<file path="src/rtl/frame_scheduler_pkg.sv">
// Shared types and sizes for the frame scheduler and its sub-blocks.
package frame_scheduler_pkg;

  localparam int unsigned CUBE_ROWS = 64;
  localparam int unsigned ROW_W     = 8;
  localparam int unsigned ADDR_W    = 6;

  typedef enum logic [1:0] {
    StIdle    = 2'd0,
    StClear   = 2'd1,
    StPending = 2'd2
  } state_e;

endpackage

</file>
<file path="src/rtl/frame_scheduler_refresh_timer.sv">
// Free-running refresh counter plus a saturating count of completed refreshes
// since the last swap.
module frame_scheduler_refresh_timer #(
  parameter int unsigned LEN         = 14,
  parameter int unsigned HOLD_FRAMES = 4
) (
  input  logic       i_clk,
  input  logic       i_rst_n,
  input  logic       i_hold_clr,
  output logic       o_boundary,
  output logic [7:0] o_hold_cnt
);

  logic [LEN-1:0] r_cnt;
  logic [7:0]     r_hold_cnt;

  assign o_boundary = &r_cnt;
  assign o_hold_cnt = r_hold_cnt;

  // Refresh counter: wraps every 2^LEN cycles.
  always_ff @(posedge i_clk or negedge i_rst_n) begin
    if (!i_rst_n) begin
      r_cnt <= '0;
    end else begin
      r_cnt <= r_cnt + LEN'(1);
    end
  end

  // Completed refreshes; a swap clears it even when it lands on a boundary.
  always_ff @(posedge i_clk or negedge i_rst_n) begin
    if (!i_rst_n) begin
      r_hold_cnt <= '0;
    end else if (i_hold_clr) begin
      r_hold_cnt <= '0;
    end else if (o_boundary && (r_hold_cnt < 8'(HOLD_FRAMES))) begin
      r_hold_cnt <= r_hold_cnt + 8'd1;
    end
  end

endmodule

</file>
<file path="src/rtl/frame_scheduler.sv">
// Double-buffered 64x8 frame store with boundary-aligned swap and back-buffer clear.
module frame_scheduler
  import frame_scheduler_pkg::*;
#(
  parameter int unsigned LEN         = 14,
  parameter int unsigned HOLD_FRAMES = 4
) (
  input  logic                       i_clk,
  input  logic                       i_rst_n,
  input  logic                       i_wr_en,
  input  logic [ADDR_W-1:0]          i_wr_addr,
  input  logic [ROW_W-1:0]           i_wr_data,
  output logic                       o_wr_ready,
  input  logic                       i_clr_req,
  input  logic                       i_swap_req,
  output logic                       o_swap_ack,
  output logic                       o_busy,
  output logic                       o_frame_tick,
  output logic [CUBE_ROWS*ROW_W-1:0] o_frame_cube_flat
);

  state_e            r_state;
  logic [ADDR_W-1:0] r_clr_addr;
  logic              r_front_sel;
  logic              r_swap_ack;
  logic [ROW_W-1:0]  r_buf0 [CUBE_ROWS];
  logic [ROW_W-1:0]  r_buf1 [CUBE_ROWS];

  logic              w_boundary;
  logic [7:0]        w_hold_cnt;
  logic              w_hold_ok;
  logic              w_swap_fire;
  logic              w_wr_ready;
  logic              w_bk_en;
  logic [ADDR_W-1:0] w_bk_addr;
  logic [ROW_W-1:0]  w_bk_data;

  frame_scheduler_refresh_timer #(
    .LEN         (LEN),
    .HOLD_FRAMES (HOLD_FRAMES)
  ) u_refresh_timer (
    .i_clk      (i_clk),
    .i_rst_n    (i_rst_n),
    .i_hold_clr (w_swap_fire),
    .o_boundary (w_boundary),
    .o_hold_cnt (w_hold_cnt)
  );

  // Swap is allowed if this boundary completes the required number of refreshes.
  assign w_hold_ok   = ({1'b0, w_hold_cnt} + 9'd1) >= 9'(HOLD_FRAMES);
  assign w_swap_fire = (r_state == StPending) && w_boundary && w_hold_ok;
  // Gated by reset so every output reads zero while reset is held.
  assign w_wr_ready  = (r_state == StIdle) && i_rst_n;

  assign o_wr_ready   = w_wr_ready;
  assign o_swap_ack   = r_swap_ack;
  assign o_busy       = (r_state != StIdle);
  assign o_frame_tick = w_boundary;

  // Single back-buffer write port shared by user writes and the clear sweep.
  always_comb begin
    w_bk_en   = 1'b0;
    w_bk_addr = i_wr_addr;
    w_bk_data = i_wr_data;
    if (r_state == StClear) begin
      w_bk_en   = 1'b1;
      w_bk_addr = r_clr_addr;
      w_bk_data = '0;
    end else if (i_wr_en && w_wr_ready) begin
      w_bk_en = 1'b1;
    end
  end

  // Buffer storage: only the buffer not on display is ever written.
  always_ff @(posedge i_clk or negedge i_rst_n) begin
    if (!i_rst_n) begin
      for (int i = 0; i < CUBE_ROWS; i++) begin
        r_buf0[i] <= '0;
        r_buf1[i] <= '0;
      end
    end else if (w_bk_en) begin
      if (r_front_sel) begin
        r_buf0[w_bk_addr] <= w_bk_data;
      end else begin
        r_buf1[w_bk_addr] <= w_bk_data;
      end
    end
  end

  // Sequencer: clear sweep, swap wait, front select and ack pulse.
  always_ff @(posedge i_clk or negedge i_rst_n) begin
    if (!i_rst_n) begin
      r_state     <= StIdle;
      r_clr_addr  <= '0;
      r_front_sel <= 1'b0;
      r_swap_ack  <= 1'b0;
    end else begin
      r_swap_ack <= 1'b0;
      case (r_state)
        StIdle: begin
          if (i_clr_req) begin
            r_state    <= StClear;
            r_clr_addr <= '0;
          end else if (i_swap_req) begin
            r_state <= StPending;
          end
        end
        StClear: begin
          r_clr_addr <= r_clr_addr + ADDR_W'(1);
          if (r_clr_addr == ADDR_W'(CUBE_ROWS - 1)) begin
            r_state <= StIdle;
          end
        end
        StPending: begin
          if (w_swap_fire) begin
            r_front_sel <= ~r_front_sel;
            r_swap_ack  <= 1'b1;
            r_state     <= StIdle;
          end
        end
        default: r_state <= StIdle;
      endcase
    end
  end

  // Front buffer flattened straight onto the scan driver bus.
  always_comb begin
    o_frame_cube_flat = '0;
    for (int i = 0; i < CUBE_ROWS; i++) begin
      o_frame_cube_flat[ROW_W*i +: ROW_W] = r_front_sel ? r_buf1[i] : r_buf0[i];
    end
  end

endmodule
</file>
<file path="config.mk">
export PLATFORM = sky130hd
export DESIGN_NAME = frame_scheduler
export DESIGN_NICKNAME = d
export VERILOG_FILES = /design/src/rtl/frame_scheduler_pkg.sv /design/src/rtl/frame_scheduler_refresh_timer.sv /design/src/rtl/frame_scheduler.sv
export SDC_FILE = /design/constraint.sdc
export NUM_CORES = 2
export LEC_CHECK = 0
export BUFFER_PORTS_ARGS = -buffer_cell sky130_fd_sc_hd__buf_2
export CAP_MARGIN = 20
export CORE_MARGIN = 10
export CORE_UTILIZATION = 55
export DETAILED_ROUTE_END_ITERATION = 8
export PLACE_DENSITY_LB_ADDON = 0.2
export REMOVE_ABC_BUFFERS = 1
export SETUP_SLACK_MARGIN = 0.3
export SLEW_MARGIN = 20
export SYNTH_ARGS = -nofsm -noshare
export SYNTH_HDL_FRONTEND = slang
export SYNTH_HIERARCHICAL = 1
export SYNTH_SLANG_ARGS = --single-unit
</file>
<file path="constraint.sdc">
create_clock -name i_clk -period 2.9 [get_ports i_clk]
set_input_delay 0.58 -clock i_clk [delete_from_list [all_inputs] [get_ports i_clk]]
set_output_delay 0.58 -clock i_clk [all_outputs]
set_load 0.01 [all_outputs]
</file>
== Yosys cells after proc, flatten, opt, wreduce, memory -nomap -nowiden ==
Cells that the tools add are included.

* Equality and inequality tests: 7
* Reduce and logical (&&, ||, !) cells: 16
* Add/subtract/negate cells: 4
* Muxes and demuxes: 83
* Bitwise gates (word level): 2
* $lt $le $gt $ge: 4

{| class="wikitable"
|+ Operator list
! cell !! number
|-
| $bwmux 512 || 2
|-
| $mux 8 || 68
|-
| $demux 8 s6 || 1
|-
| $add 14x1->14 const B || 1
|-
| $reduce_and 14->1 || 1
|-
| $mux 6 || 2
|-
| $pmux 6 s2 || 1
|-
| $add 8x1->9 const B || 1
|-
| $ge 9x3->1 const B || 1
|-
| $add 8x1->8 const B || 1
|-
| $lt 8x3->1 const B || 1
|-
| $mux 2 || 4
|-
| $reduce_and 2->1 || 4
|-
| $ge 7x7->1 const B || 1
|-
| $lt 7x1->1 const B || 1
|-
| $not 6->7 || 1
|-
| $add 6x1->6 const B || 1
|-
| $eq 6x6->1 const B || 1
|-
| $logic_and 1x1->1 || 6
|-
| $pmux 2 s3 || 1
|-
| $reduce_bool 2->1 || 3
|-
| $mux 1 || 4
|-
| $ne 2x1->1 const B || 2
|-
| $ne 3x3->1 const B || 1
|-
| 6 further kinds || 6
|}

* Output and inout bits: 516
* Register bits: 1,056
* Input bits: 19

== Logic depth before layout (Yosys ltp) ==
* Depth in word-level cells: 8
* Mapped depth: 8
* Mapped depth without buffers: 8

== Hierarchy ==
Netlist, hierarchy kept.

{| class="wikitable"
|+ Modules (own cells, without submodules)
! module !! area each (µm²) !! seq. area each (µm²) !! cells each !! times used
|-
| frame_scheduler || 47,048.9 || 25,874.8 || 3,036 || 1
|-
| frame_scheduler_refresh_timer || 934.6 || 550.5 || 75 || 1
|}

== Worst setup path before layout ==
OpenSTA, ideal clock, no wires.

* Path type: register to register
* From: register r_state[1]
* To: register r_buf1[488] (netlist bit)
* Clock period less this slack: 2.267 ns
* Library setup time: 0.125 ns
* Slack: 0.633 ns
* Stages on the path, launching flop included: 8
* Path buffers: 3
* Arrival: 2.142 ns
* Data required time: 2.775 ns
* Cells stage by stage: dfrtp_1 > buf_2 > and4bb_2 > a31oi_1 > buf_4 > buf_4 > nor4_4 > mux2_2

* Longest elaborated chain between the ends: 8
* Elaborated cells between the ends (all ways): 16
* Those cells by class: order compare: 2; eq/ne: 1; mux: 7; bitwise: 1; reduce/logical: 5

{| class="wikitable"
|+ RTL lines
! item !! RTL line !! text
|-
| start: declaration || frame_scheduler.sv:22 || <nowiki>state_e r_state;</nowiki>
|-
| start signal: assignment || frame_scheduler.sv:93 || <nowiki>r_state <= StIdle;</nowiki>
|-
| start signal: assignment || frame_scheduler.sv:102 || <nowiki>r_state <= StClear;</nowiki>
|-
| start signal: assignment || frame_scheduler.sv:105 || <nowiki>r_state <= StPending;</nowiki>
|-
| $eq 2x1->1 || frame_scheduler.sv:65 || <nowiki>if (r_state == StClear) begin</nowiki>
|-
| $mux 6 || frame_scheduler.sv:65 ||
|-
| $not 6->7 (implied by the code) || frame_scheduler.sv:85 || <nowiki>r_buf1[w_bk_addr] <= w_bk_data;</nowiki>
|-
| $ge 7x7->1 (implied by the code) / $lt 7x1->1 (equally long branches) || frame_scheduler.sv:85 ||
|-
| $logic_and 1x1->1 (implied by the code) || frame_scheduler.sv:85 ||
|-
| $mux 8 (implied by the code) || frame_scheduler.sv:85 ||
|-
| $demux 8 s6 || frame_scheduler.sv:85 ||
|-
| $bwmux 512 || frame_scheduler.sv:85 ||
|-
| end signal: indexed assignment || frame_scheduler.sv:85 ||
|-
| end: declaration || frame_scheduler.sv:27 || <nowiki>logic [ROW_W-1:0] r_buf1 [CUBE_ROWS];</nowiki>
|}

Parallel ways exist; a longest one is shown, timed or not.
A chain may end at the register's enable or synchronous reset.

== Worst setup path after layout ==
* From: register r_front_sel
* To: output port o_frame_cube_flat[45]

* Longest elaborated chain between the ends: 1

{| class="wikitable"
|+ RTL lines
! item !! RTL line !! text
|-
| start: declaration || frame_scheduler.sv:24 || <nowiki>logic r_front_sel;</nowiki>
|-
| start signal: assignment || frame_scheduler.sv:116 || <nowiki>r_front_sel <= ~r_front_sel;</nowiki>
|-
| $mux 8 || frame_scheduler.sv:130 || <nowiki>o_frame_cube_flat[ROW_W*i +: ROW_W] = r_front_sel ? r_buf1[i] : r_buf0[i];</nowiki>
|-
| end: declaration || frame_scheduler.sv:19 || <nowiki>output logic [CUBE_ROWS*ROW_W-1:0] o_frame_cube_flat</nowiki>
|}

No other way between the ends.

==> impl_metrics.tcl <==
set metrics [dict create \
    status "complete, no violations" \
    drive_gt1_share_pct 67.46 \
    ys_seq_elements 1056 \
    hold_violations 0 \
    fp.dieW_microns 315.4 \
    vias 29140 \
    place_hpwl_microns 84290 \
    drt-total-wl_microns 138500 \
    dieHeight_microns 315.4 \
    tightest_slew_ns 1.017 \
    synthFlopType "dfrtp_1" \
    core_sq_um 86620 \
    timing.setup.tns_ns 0 \
    slew_headroom_pct 32.17 \
    grtUsageTotal_pct 26.96 \
    cts_tree "done" \
    layout_setup_ws_ns 0.05571 \
    grt_max_degree 202 \
    worst_ep_arrival_time_ns 2.26 \
    swShare_pct 28.87 \
    final_area_sq_um 58500 \
    finalMaxSlewViolations 0 \
    min_period_over_period_pct 98.08 \
    drc 0 \
    whs_ns 0.1217 \
    start_kind "flip-flop" \
    dpl_cell_area_sq_um 52270 \
    pwr-share-seq_pct 45.0 \
    port_buffers 534 \
    combPwrFrac_pct 16.6 \
    clkSinkCount 1056 \
    required_ns 2.32 \
    ant_nets 0 \
    nets 3723 \
    synth_area_per_cell_sq_um 15.42 \
    leakage_nw 30.06 \
    gp_congestion 0.7923 \
    cp-endpoint "o_frame_cube_flat[45]" \
    grt_util_met2_pct 44.50 \
    cp-end-kind "output port" \
    min_path_type "input port to asynchronous set/reset pin" \
    initial_utilization_pct 55.40 \
    diodes 0 \
    synthXorXnorAreaFrac_pct 0.2373 \
    multi_input_area_sq_um 20910 \
    dpl_worst_slack_ns 0.005066 \
    grt_pass1_vias 31690 \
    antenna_found_initial 1 \
    setup_viol 0 \
    fin_crit_ns 2.844 \
    vias_per_cell 5.898 \
    globalRouteOverflowTotal 0 \
    r2r-start "r_state[0]" \
    ff_latch_area_sq_um 26430 \
    wire_per_inst_microns 28.04 \
    cts.clk_slew.worst_paths_ns 0.06 \
    drv_cap 0 \
    yosysSeqAreaShare_pct 55.07 \
    cp_max_fo 7 \
    synthMuxAreaShare_pct 36.37 \
    row_count 108 \
    max_freq_mhz 351.6 \
    synth.distinct_cells 49 \
    finalPower_mw 35.85 \
    syn_inst 3111 \
    ys_async_sr_fraction_pct 100.0 \
    use_met1_pct 35.11 \
    skew_ns 0.02889 \
    rsz0062_at_grt "yes" \
    powerDensity_nw_per_um2 612.8 \
    synth_warnings 6 \
    placed_cells 4659 \
    stdcell_count 4941 \
    cts_buffer_depth 3 \
    synthAdderAreaFrac_pct 0.07823 \
    ff2ff_setup_slack_ns 0.13 \
    switchingPower_mw 10.35 \
    fillCellCount 5889 \
    syn_area_sq_um 47980 \
    area_delta_synth_final_pct 21.92 \
    final_core_util_pct 67.54 \
    r2r_end "r_buf0[158]" \
    dr.first_iter.drc_count 1813 \
    peakVddDrop_uv 795.4 \
    grt_pass1_wl_microns 204700 \
    r2r_cells 5 \
    p_clk_share_pct 38.5 \
    grt_use_met3_pct 4.818 \
    busiest_layer "met2" \
    synth_compound_gate_area_share_pct 0.4563 \
    critPathLaunch "r_front_sel" \
    ctsRootBufferMaster "clkbuf_16" \
    numCtsBuffers 107 \
    insertion_delay_ns 0.67 \
    die-area_sq_um 99460 \
    synth_edf_count 0 \
    first_pass_iters 4 \
    criticalPathCategory "flip-flop to output port" \
    synth_simple_gate_area_share_pct 5.424 \
    p_int_mw 25.50 \
    synth_top_family_by_area "multiplexers" \
    pin_count 535 \
    cts-htree-levels 3 \
]
layout make-up:
type	count	area share (%)
clock inverters	25	0.4598
repair buffers	719	10.55
inverters	12	0.07699
clock buffers	169	5.522
well taps	1155	2.470
flip-flops and latches	1056	45.18
multi-input cells	1805	35.74
worst min path at each step:
stage,cells past startpoint,slack (ns),endpoint
after floorplan,0,0.28,o_swap_ack
after global placement,1,0.41,r_clr_addr[2]
after detailed placement,1,0.41,r_clr_addr[3]
after CTS,2,0.12,r_buf1[365]
after global routing,2,0.14,r_buf1[365]
final,2,0.12,r_buf1[365]
cells in the mapped netlist, types with 2 or more instances:
master	n	area share, %
a41oi_1	2	0.037
nor4_4	74	3.3
clkbuf_1	175	1.4
o21ai_0	6	0.063
and3_1	5	0.065
a31oi_1	8	0.10
nor2_1	9	0.070
xor2_1	4	0.073
mux2_1	19	0.45
a31o_2	6	0.11
nor4_1	3	0.039
nand3_1	5	0.052
ha_1	3	0.078
xnor2_1	9	0.16
inv_1	12	0.094
buf_4	17	0.27
buf_1	4	0.031
buf_2	31	0.32
nor3_1	3	0.031
a21oi_1	2	0.021
mux2_2	1513	36
or4_1	9	0.14
and4bb_2	6	0.16
nand2_1	19	0.15
buf_6	10	0.23
and2_1	10	0.13
nand4_2	25	0.65
mux2_4	8	0.25
dfrtp_1	1056	55
nand4_1	26	0.34
mux2i_1	4	0.083
mux2i_2	3	0.086
nor4b_1	2	0.037
nor2b_1	8	0.10
cells by family (layout without fill, tap and decap cells):
logic type	after synthesis	count (layout)
muxes	1547	1547
adders and majority gates	3	3
buffers and inverters	251	925
and+or+nand+nor	211	212
xor gates and xnor gates	13	13
AOI/OAI and AO/OA	30	30
DFF	1056	1056
layout by cell type, fill, tap and decap left out, drive strengths merged, types with 2 or more instances in the layout:
master	instances
nor4	77
bufbuf	2
mux2	1540
buf	708
inv	17
nor2b	8
a21oi	2
o21ai	6
nand3	5
clkinv	15
ha	3
and2	11
xnor2	9
nor2	9
and3	6
nand4	52
a31oi	9
and4bb	6
nor4b	3
nand2	19
nor3	3
clkbuf	177
a41oi	2
or4	9
mux2i	7
xor2	4
a31o	6
bufinv	4
dfrtp	1056
what timing repair did:
action,in CTS,in global routing
cloned,30,10
pin swaps,1,14
buffers inserted,17,29
hold buffers,1,0
endpoints found under the setup margin,995,1253
gates resized for setup,180,107
endpoints found under the hold margin,6,0
critical path: stages, from the launching register on:
cell and delay (ns):
dfrtp_4 0.53, buf_16 0.16, buf_12 0.13, buf_12 0.15, clkbuf_16 0.18, mux2_4 0.32
buf_6 0.13
registers in the layout (all words and copies together), names as in the netlist:
| register | cells |
|---|---|
| r_state | 2 |
| r_buf1 | 512 |
| r_front_sel | 1 |
| r_buf0 | 512 |
| r_clr_addr | 6 |
| u_refresh_timer/r_cnt | 14 |
| o_swap_ack | 1 |
| u_refresh_timer/o_hold_cnt | 8 |
per-layer routing:
| metal | wire length, microns | vias up |
|---|---|---|
| li1 | - | 12500 |
| met1 | 58390 | 15710 |
| met2 | 68310 | 732 |
| met3 | 6725 | 208 |
| met4 | 5121 | 0 |
| met5 | 0 | - |
power groups by stage:
stage	sequential (mW)	clock (mW)	combinational [mW]
2_1_floorplan	16.1	0	3.20
3_3_place_gp	16.3	0	5.49
3_5_place_dp	16.3	0	5.65
4_1_cts	16.1	14.0	5.67
5_1_grt	16.2	14.6	6.21
6_report	16.1	13.8	5.94
No activity file was read; power rests on OpenSTA's default activity.
